`src/rtl/forward_select_stage_pkg.sv`:
```
// Shared MIPS pipeline definitions: forwarding-mux selector codes and the
// shadow-slot record that tracks an in-flight instruction's destination.
package mips_pipe_pkg;

  localparam int REG_BITS = 5;

  localparam logic [1:0] FWD_REGFILE = 2'b00;
  localparam logic [1:0] FWD_EXMEM   = 2'b01;
  localparam logic [1:0] FWD_MEMWB   = 2'b10;
  localparam logic [1:0] FWD_LATEWB  = 2'b11;

  localparam logic [REG_BITS-1:0] REG_ZERO = '0;

  typedef struct packed {
    logic                reg_write;
    logic                mem_read;
    logic [REG_BITS-1:0] write_reg;
  } shadow_slot_t;

  localparam shadow_slot_t SLOT_BUBBLE = '0;

  // A slot can only forward if it really writes a register other than $0.
  function automatic logic slot_match(input shadow_slot_t slot,
                                      input logic [REG_BITS-1:0] reg_idx);
    return slot.reg_write && (slot.write_reg != REG_ZERO) &&
           (slot.write_reg == reg_idx);
  endfunction

endpackage

```
`src/rtl/forward_select_stage_if.sv`:
```
// ID-side controls and EX-side forwarding outputs of the forward/hazard stage.
interface forward_select_stage_if #(
  parameter int NBits   = 32,
  parameter int RegBits = 5
);

  logic [RegBits-1:0] ID_Rs;
  logic [RegBits-1:0] ID_Rt;
  logic               ID_RegWrite;
  logic               ID_MemRead;
  logic [RegBits-1:0] ID_WriteReg;
  logic               Flush;
  logic [NBits-1:0]   WB_WriteData;
  logic               Stall;
  logic [1:0]         EX_ForwardA;
  logic [1:0]         EX_ForwardB;
  logic [NBits-1:0]   LateWB_Data;

  modport master (
    output ID_Rs, ID_Rt, ID_RegWrite, ID_MemRead, ID_WriteReg, Flush, WB_WriteData,
    input  Stall, EX_ForwardA, EX_ForwardB, LateWB_Data
  );

  modport slave (
    input  ID_Rs, ID_Rt, ID_RegWrite, ID_MemRead, ID_WriteReg, Flush, WB_WriteData,
    output Stall, EX_ForwardA, EX_ForwardB, LateWB_Data
  );

endinterface

```
`src/rtl/forward_select_stage_compare.sv`:
```
// Priority matcher: picks the youngest in-flight producer of one source
// register and returns the EX operand-mux selector for it.
module forward_compare
  import mips_pipe_pkg::*;
(
  input  logic [REG_BITS-1:0] reg_idx,
  input  shadow_slot_t        slot_ex,
  input  shadow_slot_t        slot_mem,
  input  shadow_slot_t        slot_wb,
  output logic [1:0]          sel
);

  // Producer in the EX slot now sits in MEM once the consumer reaches EX.
  always_comb begin
    sel = FWD_REGFILE;
    if (reg_idx != REG_ZERO) begin
      if (slot_match(slot_ex, reg_idx)) begin
        sel = FWD_EXMEM;
      end else if (slot_match(slot_mem, reg_idx)) begin
        sel = FWD_MEMWB;
      end else if (slot_match(slot_wb, reg_idx)) begin
        sel = FWD_LATEWB;
      end
    end
  end

endmodule

```
`src/rtl/forward_select_stage.sv`:
```
// ID->EX forwarding-select and load-use hazard stage: shadow pipeline of
// destinations, registered operand-mux selectors and the late-writeback buffer.
module forward_select_stage
  import mips_pipe_pkg::*;
#(
  parameter int NBits   = 32,
  parameter int RegBits = 5
) (
  input  logic                  clk,
  input  logic                  reset,
  forward_select_stage_if.slave bus
);

  shadow_slot_t       slot_ex;
  shadow_slot_t       slot_mem;
  shadow_slot_t       slot_wb;
  shadow_slot_t       id_slot;
  logic [RegBits-1:0] id_rs;
  logic [RegBits-1:0] id_rt;
  logic [1:0]         sel_a;
  logic [1:0]         sel_b;
  logic [1:0]         fwd_a_q;
  logic [1:0]         fwd_b_q;
  logic [NBits-1:0]   late_wb_q;
  logic               hazard;
  logic               stall;
  logic               advance;
  logic               late_capture;

  assign id_rs = bus.ID_Rs;
  assign id_rt = bus.ID_Rt;

  assign id_slot = '{reg_write: bus.ID_RegWrite,
                     mem_read:  bus.ID_MemRead,
                     write_reg: bus.ID_WriteReg};

  forward_compare u_cmp_a (
    .reg_idx  (id_rs),
    .slot_ex  (slot_ex),
    .slot_mem (slot_mem),
    .slot_wb  (slot_wb),
    .sel      (sel_a)
  );

  forward_compare u_cmp_b (
    .reg_idx  (id_rt),
    .slot_ex  (slot_ex),
    .slot_mem (slot_mem),
    .slot_wb  (slot_wb),
    .sel      (sel_b)
  );

  // Load data is not ready until after MEM, so a load in EX cannot feed ID.
  assign hazard       = slot_ex.mem_read &
                        (slot_match(slot_ex, id_rs) | slot_match(slot_ex, id_rt));
  assign stall        = hazard & ~bus.Flush;
  assign advance      = ~stall & ~bus.Flush;
  assign late_capture = slot_wb.reg_write & (slot_wb.write_reg != REG_ZERO);

  always_ff @(posedge clk or posedge reset) begin
    if (reset) begin
      slot_ex   <= SLOT_BUBBLE;
      slot_mem  <= SLOT_BUBBLE;
      slot_wb   <= SLOT_BUBBLE;
      fwd_a_q   <= FWD_REGFILE;
      fwd_b_q   <= FWD_REGFILE;
      late_wb_q <= '0;
    end else begin
      slot_wb  <= slot_mem;
      slot_mem <= slot_ex;
      if (advance) begin
        slot_ex <= id_slot;
        fwd_a_q <= sel_a;
        fwd_b_q <= sel_b;
      end else begin
        slot_ex <= SLOT_BUBBLE;
        fwd_a_q <= FWD_REGFILE;
        fwd_b_q <= FWD_REGFILE;
      end
      if (late_capture) begin
        late_wb_q <= bus.WB_WriteData;
      end
    end
  end

  assign bus.Stall       = stall;
  assign bus.EX_ForwardA = fwd_a_q;
  assign bus.EX_ForwardB = fwd_b_q;
  assign bus.LateWB_Data = late_wb_q;

endmodule

```
`src/flat_wrapper.sv`:
```
// flat-port wrapper written by rule: the top's interface ports become plain ports
module forward_select_stage_flat import mips_pipe_pkg::*;
#(
  parameter int NBits   = 32,
  parameter int RegBits = 5
)
  (clk, reset, bus_ID_Rs, bus_ID_Rt, bus_ID_RegWrite, bus_ID_MemRead, bus_ID_WriteReg, bus_Flush, bus_WB_WriteData, bus_Stall, bus_EX_ForwardA, bus_EX_ForwardB, bus_LateWB_Data);
  forward_select_stage_if #(.NBits(NBits), .RegBits(RegBits)) bus_i ();
  input  logic clk;
  input  logic reset;
  input wire logic [$bits(bus_i.ID_Rs)-1:0] bus_ID_Rs;
  input wire logic [$bits(bus_i.ID_Rt)-1:0] bus_ID_Rt;
  input wire logic [$bits(bus_i.ID_RegWrite)-1:0] bus_ID_RegWrite;
  input wire logic [$bits(bus_i.ID_MemRead)-1:0] bus_ID_MemRead;
  input wire logic [$bits(bus_i.ID_WriteReg)-1:0] bus_ID_WriteReg;
  input wire logic [$bits(bus_i.Flush)-1:0] bus_Flush;
  input wire logic [$bits(bus_i.WB_WriteData)-1:0] bus_WB_WriteData;
  output wire logic [$bits(bus_i.Stall)-1:0] bus_Stall;
  output wire logic [$bits(bus_i.EX_ForwardA)-1:0] bus_EX_ForwardA;
  output wire logic [$bits(bus_i.EX_ForwardB)-1:0] bus_EX_ForwardB;
  output wire logic [$bits(bus_i.LateWB_Data)-1:0] bus_LateWB_Data;
  assign bus_i.ID_Rs = bus_ID_Rs;
  assign bus_i.ID_Rt = bus_ID_Rt;
  assign bus_i.ID_RegWrite = bus_ID_RegWrite;
  assign bus_i.ID_MemRead = bus_ID_MemRead;
  assign bus_i.ID_WriteReg = bus_ID_WriteReg;
  assign bus_i.Flush = bus_Flush;
  assign bus_i.WB_WriteData = bus_WB_WriteData;
  assign bus_Stall = bus_i.Stall;
  assign bus_EX_ForwardA = bus_i.EX_ForwardA;
  assign bus_EX_ForwardB = bus_i.EX_ForwardB;
  assign bus_LateWB_Data = bus_i.LateWB_Data;
  forward_select_stage #(.NBits(NBits), .RegBits(RegBits)) u_core (.clk(clk), .reset(reset), .bus(bus_i));
endmodule
```
`config.mk`:
```
export PLATFORM = sky130hd
export DESIGN_NAME = forward_select_stage_flat
export DESIGN_NICKNAME = d
export VERILOG_FILES = /design/src/rtl/forward_select_stage_pkg.sv /design/src/rtl/forward_select_stage_if.sv /design/src/rtl/forward_select_stage_compare.sv /design/src/rtl/forward_select_stage.sv /design/src/flat_wrapper.sv
export SDC_FILE = /design/constraint.sdc
export NUM_CORES = 1
export LEC_CHECK = 0
export ABC_AREA = 1
export CAP_MARGIN = 10
export CORE_ASPECT_RATIO = 1.4
export CORE_MARGIN = 3
export CORE_UTILIZATION = 35
export CTS_CLUSTER_DIAMETER = 80
export CTS_CLUSTER_SIZE = 12
export DETAILED_ROUTE_END_ITERATION = 6
export PLACE_DENSITY = 0.62
export REMOVE_ABC_BUFFERS = 1
export SLEW_MARGIN = 5
export SYNTH_ARGS = -nofsm -noshare
export SYNTH_HDL_FRONTEND = slang
export SYNTH_SLANG_ARGS = --single-unit
```
`constraint.sdc`:
```
create_clock -name clk -period 3 [get_ports clk]
set_input_delay 0.45 -clock clk [delete_from_list [all_inputs] [get_ports clk]]
set_output_delay 0.45 -clock clk [all_outputs]
set_load 0.1 [all_outputs]
```
==> Yosys cells after proc, flatten, opt, wreduce, memory -nomap -nowiden <==
Cells that the tools add are included.
Widths: inputs -> output; s select.
{ "totals": {"register_bits": 55, "latch_bits": 0, "ram_bits": 0, "rom_bits": 0, "in_bits": 52, "output_inout_bits": 37, "word_cells": 48, "mem_count": 0} }
{ "classes": {"addsub": 0, "n_mul": 0, "n_div": 0, "magnitude_cmp": 0, "n_eq_ne": 6, "n_shift": 0, "n_mux": 11, "bitwise": 7, "reduce_logical": 14} }
{ "ops": {"columns": ["cell", "count"], "rows": [
  ["$eq 5x5->1", 6],
  ["$reduce_bool 5->1", 5],
  ["$mux 2", 10],
  ["$logic_and 1x1->1", 9],
  ["$mux 7", 1],
  ["$and 1x1->1", 4],
  ["$not 1->1", 2],
  ["$or 1x1->1", 1]
]} }

==> Longest topological paths before layout <==
{ "depth": {"word_depth": 9, "mapped_depth": 11, "depth_no_buf": 10} }

==> Hierarchy <==
From an unflattened synthesis, not the netlist that was laid out.
{ "unflattened": {"hier_cells": 396, "area_unflattened_um2": 2855.2} }
{ "modules_own_cells": {"columns": ["mod", "instances", "cells_per_inst", "area_each_um2", "seq_area_each_um2"], "rows": [
  ["forward_select_stage", 1, 244, 2217.1, 1426.4],
  ["forward_compare", 2, 76, 319.1, 0.0]
]} }

==> Worst setup path before layout <==
OpenSTA, ideal clock, no wires.
{ "synth_timing": {"path_kind": "input -> output", "startpoint": "input port bus_ID_Rt[0]", "endpoint": "output port bus_Stall", "arrival_time_ps": 2192, "required_time_ps": 2550, "path_slack_ps": 358, "stages": 7, "n_path_buf": 0, "cell_sequence": "xnor2_1 > nand2_1 > nor2_1 > nand3_1 > nand2_1 > nand2_2 > nor2_1"} }
{ "synth_between": {"elab_chain_cells": 5} }
{ "synth_rtl": {"columns": ["item", "line_no", "source"], "rows": [
  ["start, declared", "flat_wrapper.sv:12", "input wire logic [$bits(bus_i.ID_Rt)-1:0] bus_ID_Rt;"],
  ["$eq 5x5->1", "forward_select_stage_pkg.sv:26", "(slot.write_reg == reg_idx);"],
  ["$logic_and 1x1->1", "forward_select_stage_pkg.sv:25", "return slot.reg_write && (slot.write_reg != REG_ZERO) &&"],
  ["$or 1x1->1", "forward_select_stage.sv:55", "(slot_match(slot_ex, id_rs) | slot_match(slot_ex, id_rt));"],
  ["$and 1x1->1", "forward_select_stage.sv:54", "assign hazard = slot_ex.mem_read &"],
  ["$and 1x1->1", "forward_select_stage.sv:56", "assign stall = hazard & ~bus.Flush;"],
  ["end, declared", "flat_wrapper.sv:18", "output wire logic [$bits(bus_i.Stall)-1:0] bus_Stall;"]
]} }
Every way passes these cells.

==> Worst setup path in the final report <==
{ "layout_timing": {"startpoint": "input port bus_ID_Rs[0]", "endpoint": "output port bus_Stall"} }
{ "layout_between": {"elab_chain_cells": 5} }
{ "layout_rtl": {"columns": ["item", "line_no", "source"], "rows": [
  ["start, declared", "flat_wrapper.sv:11", "input wire logic [$bits(bus_i.ID_Rs)-1:0] bus_ID_Rs;"],
  ["$eq 5x5->1", "forward_select_stage_pkg.sv:26", null],
  ["$logic_and 1x1->1", "forward_select_stage_pkg.sv:25", null],
  ["$or 1x1->1", "forward_select_stage.sv:55", null],
  ["$and 1x1->1", "forward_select_stage.sv:54", null],
  ["$and 1x1->1", "forward_select_stage.sv:56", null]
]} }
Every way passes these cells.

==> run summary <==
Footprint of the multi-input gates: 908 sq um
Residual DRC: 0
Final setup fails: 0
Worst-path clk slew: 0.09 ns
Final Max Slew Viols: 0
Worst VDD drop: 0.457 mV
CTS H-tree lvls: 2
Worst Setup Slack post-DPL: 0.508 ns
Core ar.: 6660 sq um
Number of synthesized register bits: 55
Worst min-delay path class: reg2reg
Die width: 76.4 um
Synth area leader: dfrtp_1
Clock net sink count: 55
Detail Placement HPWL: 4.13 mm
Post-CTS setup buffers: 0
Final GP Congestion: 0.866
Clk_skew: 0.00929 ns
Inserted Clock Buffers: 5
Critical path class: in2out
Max cap viols: 0
Router iterations before antenna repair: 3
First-pass GRT wire length: 9.63 mm
Fillers: 679
Worst Setup SP: bus_ID_Rs[0]
Gr usage total: 14.8%
Later-pin clock latency in the skew report: 0.30 ns
Remaining Overflow, GRT: 0
Slew HR: 35.9%
Fin nets: 428
Hold buffers post-CTS: 0
Commonest cells post-synth: nand2_1 (128), dfrtp_1 (55), inv_1 (27)
Fin crit share: 81.7%
Share of post-route cells with drive strength above 1: 15.9%
N_diodes: 0
Routed wire per std cell: 11.6 um
I/O Pins: 89
Post-synthesis cell count: 286
CTS tree: yes
Post-synthesis sequential area ratio: 56.7%
RR Startpoint: u_core.slot_wb[3]
Yosys warnings: 0
Synth unique cells: 16
Area share of the leading cell type in the synthesized netlist: 56.7%
Worst Tran Pin Value: 0.961 ns
Max Freq: 408 MHz
Critical path startpoint category: input pin
Register Area: 1380 sq um
Cell Rows: 35
Initial antenna violation count: 0
CP endpoint kind: primary output
Layout area overhead: 40.8%
Ys flop type: dfrtp_1
Most frequent cell after synthesis: nand2_1
PostCTS Resize Cnt: 0
Arr. time, crit path: 2.00 ns
Final Hold Viols: 0
Initial Utilization: 36.5%
TNS Setup: 0 ns
Power Density: 669 nW/um^2
Initial drt markers: 66
Period minus WS final: 2.45 ns
Die Height: 105 um
DR vias: 1,989
Unrepaired setup endpoints after global routing: false
Post-synthesis async set-or-reset flop share: 100%
Area of the die: 7980 sq um
Root Driver: clkbuf_8
Total Wirelength: 5.44 mm
Pin count of the biggest net entering global routing: 56
CTS max path bufs: 2
Post-synth EDFFs: 0
Vias in the first global route: 2,065
Overall Power: 0.00229 W
Antenna-violating nets left: 0
Avg Vias per Cell: 4.24
CP Data Required Time: 2.55 ns
Post-Syn Area: 2430 sq um
Hold path startpoint: u_core.slot_mem[6]
Status: completed
IO Port Bufs: 88
Leak Pwr: 1.80 nW
Worst Path Max Fanout: 3
Final worst slack: 0.549 ns
Syn Area/Cell: 8.49 sq um
Synth area leaders: dfrtp_1 (57%), nand2_1 (20%), xor2_1 (4.7%)
[metal layers]
| layer | share of wire [%] | global-route usage [%] | vias to the layer above | wire [um] |
|---|---|---|---|---|
| li1 | - | - | 1024 | - |
| met1 | 39 | 16.9 | 893 | 2130 |
| met2 | 52 | 26.2 | 60 | 2840 |
| met3 | 6.1 | 4.05 | 12 | 332 |
| met4 | 2.5 | 5.18 | 0 | 134 |
| met5 | 0 | 0 | - | 0 |
[power breakdown]
group	total (W)	internal, W	leakage, nW	switching [W]
logic	0.000965	0.000224	1.06	0.000741
registers	0.000891	0.000832	0.694	0.0000588
clock network	0.000432	0.000211	0.0515	0.000220
total	0.00229	0.00127	1.80	0.00102
[final timing paths]
path | endpoint | slack, ns | depth (start not counted)
setup / recovery | bus_Stall | 0.55 | 9
hold / removal | u_core.slot_wb[6] | 0.38 | 0
setup reg to reg | u_core.bus.EX_ForwardB[0] | 1.29 | 7
hold reg to reg | u_core.slot_wb[6] | 0.38 | 0
max in group asynchronous | u_core.bus.LateWB_Data[25] | 1.89 | 3
min in group asynchronous | u_core.bus.LateWB_Data[16] | 0.65 | 3
[cell type report]
type,count,share of cell area (%)
repair buffers,90,23.9
inverters,27,2.97
well taps,92,3.37
clock buffers,8,2.93
multi-input cells,197,26.6
flip-flops and latches,55,40.3
[placed cells by master, fill, tap and decap left out]
master and count:
nand3b_1 1, clkdlybuf4s50_1 51, buf_4 38, buf_12 1, xor2_1 13, clkbuf_1 1, inv_1 26, a21oi_1 3
nor3_1 1, nand2_2 3, nor2_4 1, inv_2 1, clkbuf_8 7, nor2_1 19, xnor2_1 9, o21ai_0 2
nor2_2 9, nand3_1 8, dfrtp_1 55, nand2_1 128
[flip-flops by register name, indices dropped and copies added, names as in the netlist]
| register | count |
|---|---|
| u_core.slot_mem | 6 |
| u_core.bus.EX_ForwardA | 2 |
| u_core.bus.LateWB_Data | 32 |
| u_core.slot_ex | 7 |
| u_core.bus.EX_ForwardB | 2 |
| u_core.slot_wb | 6 |
[cells by family after synthesis]
group	share of synthesized area (%)
buffers and inverters	5.88
AND/OR/NAND/NOR	28.5
XOR/XNOR	7.94
AO/OA/AOI/OAI	1.03
flip-flops	56.7
[metrics by stage]
stage / std cells / hold WS, ns / utilization [%] / area (sq um)
after global routing: 469 / 0.404 / 51.3 / 3420
after detailed placement: 461 / 0.366 / 49.8 / 3320
final: 469 / 0.382 / 51.3 / 3420
after floorplan: 279 / 0.354 / - / 2390
after global placement: 461 / 0.366 / 49.8 / 3320
after CTS: 469 / 0.387 / 51.3 / 3420
[critical path, stage by stage]
cell             delay [ns]
clkdlybuf4s50_1        0.55
xnor2_1                0.14
nand2_1                0.07
nor2_1                 0.12
nand3_1                0.12
nand2_1                0.11
nand2_2                0.06
nor2_1                 0.17
buf_12                 0.20
No activity file was read; power rests on OpenSTA's default activity.
==> patch: new RTL, config.mk and constraints unchanged <==
The package constant `REG_ZERO` goes from '0 to 1.
--- a/src/rtl/forward_select_stage_pkg.sv
+++ b/src/rtl/forward_select_stage_pkg.sv
@@ -9,7 +9,7 @@
   localparam logic [1:0] FWD_MEMWB   = 2'b10;
   localparam logic [1:0] FWD_LATEWB  = 2'b11;
 
-  localparam logic [REG_BITS-1:0] REG_ZERO = '0;
+  localparam logic [REG_BITS-1:0] REG_ZERO = 1;
 
   typedef struct packed {
     logic                reg_write;
Function: changed (a bounded check fails within 4 cycles, from zero or initial values and one cycle with reset high).
==> patch against the unedited design <==
- synthesized area rose by 0.72%
- cell area rose by 0.55%
- power fell by 7.6%
- critical path depth did not move
- setup slack got worse by 0.023 ns
- combinational power fell by 13%
- sequential cell count did not move
- routed wire length rose by 1.5%
==> patch: results (changes against the unedited design) <==
placer congestion estimate=0.791 (-8.7%); final wirelength=5.52 mm (+1.5%); Vias/cell=4.21 (-0.71%); Largest register FFs=32 (unchanged); share of layout cells above drive strength 1=16.5% (+0.58 points); Clock Latency Late Sink=0.30 ns (about the same); worst clock skew=0.00951 ns (+0.000218 ns); status=finished clean; drt wl/cell=11.7 microns (+0.42%); Hold Crit Class=reg -> reg; reg2reg start=u_core.slot_wb[3]; dominant cells by area after synthesis=dfrtp_1 (56%), nand2_1 (20%), inv_1 (4.5%); initial antenna violation count=0 (unchanged); Pleak=1.80 nW (about the same); GRT Resource Usage Total=14.1% (-0.62 points); Worst Reg-to-Reg Cells=7 (unchanged); r2r setup slk=1.30 ns; Top FF cell, synth=dfrtp_1; ys async rst share=100% (unchanged); first-pass GRT wire length=9.11 mm (-5.4%); Root Buffer=clkbuf_8; Worst setup EP type=output pin; Worst IR Drop VDD=0.000399 V (-13%); WP data arrival=2.02 ns (+0.02 ns); largest net degree at the start of global routing=37 (-34%); NumNets Final=433 (+1.2%); PortBufs=88 (unchanged); clock buffer depth=2 (unchanged); # diodes=0 (unchanged); Setup crit start=bus_ID_Rs[1]; CTS Buf Count=5 (unchanged); vias in the first global route=1983 (-4.0%); dpl hpwl=4.26 mm (+3.2%); post-CTS setup buffer count=0 (unchanged); placed cells=466 (+1.1%); post-synthesis cell type count=17 (+1); Post-synth top cells=nand2_1 (132), dfrtp_1 (55), inv_1 (29); first drt pass iteration count=4 (+1); Post-CTS Resized=0 (unchanged); Crit Path Max Fanout=4 (+1); sequential area share after synthesis=56.3% (-0.41 points); Reg clk slew, reported paths=0.10 ns; drt initial violations=69 (+4.5%); r2r endpoint=u_core.bus.EX_ForwardB[0]; Syn Inst Count=291 (+1.7%); H-Tree Depth=2 (unchanged); measured slew at the worst slew-check pin=0.935 ns (-0.0257 ns); end of the critical path=bus_Stall; Final Hold Viols=0 (unchanged)
==> patch: stage by stage <==
stage,cell area (sq um),setup WS (ns)
2_1_floorplan,2400,0.353
3_3_place_gp,3350,0.524
3_5_place_dp,3350,0.492
4_1_cts,3440,0.490
5_1_grt,3440,0.429
6_report,3440,0.526
==> patch: final cells by class <==
class / count / area [sq um]
multi-input combinational: 200 / 918
timing repair buffer: 90 / 828
tap: 92 / 115
fill: 661 / 3260
clock buffer: 5 / 68.8
inverter: 29 / 109
clock inverter: 3 / 20.0
sequential: 55 / 1380
==> patch: critical path: stages <==
cell	delay, ns
clkdlybuf4s50_1	0.56
xnor2_1	0.14
nand2_1	0.07
nor2_1	0.13
nand3_1	0.12
nand2_1	0.11
nand2_2	0.06
nor2_1	0.17
buf_12	0.20
==> patch: power by group <==
| part | internal (mW) | switching [mW] | total, mW |
|---|---|---|---|
| Clock | 0.163 | 0.236 | 0.399 |
| Sequential | 0.819 | 0.0541 | 0.873 |
| Combinational | 0.205 | 0.636 | 0.842 |
==> patch: per-layer routing <==
metal  vias to the layer above  GRT usage (%)  part of all wire [%]
met5                         -              0                     0
met4                         0           4.27                   1.3
met3                         5           5.52                   9.9
met2                        68           24.5                    50
met1                       888           15.9                    39
li1                       1035              -                     -
==> patch: worst min-delay path by stage <==
stage | startpoint | to | slack [ns] | cells past startpoint
after global placement | u_core.slot_ex[6] | u_core.slot_mem[6] | 0.36 | 0
after floorplan | u_core.slot_ex[6] | u_core.slot_mem[6] | 0.35 | 0
after detailed placement | u_core.slot_ex[6] | u_core.slot_mem[6] | 0.37 | 0
after CTS | u_core.slot_ex[6] | u_core.slot_mem[6] | 0.39 | 0
after global routing | u_core.slot_mem[6] | u_core.slot_wb[6] | 0.40 | 0
final | u_core.slot_mem[6] | u_core.slot_wb[6] | 0.39 | 0
==> patch: logic make-up (layout without fill, tap and decap cells) <==
| kind of cell | after synthesis | after routing | share of synthesized area (%) |
|---|---|---|---|
| buf+inv | 36 | 127 | 6.14 |
| compound gates | 6 | 6 | 1.33 |
| xor+xnor | 21 | 21 | 7.52 |
| flops | 55 | 55 | 56.3 |
| simple gates | 173 | 173 | 28.7 |
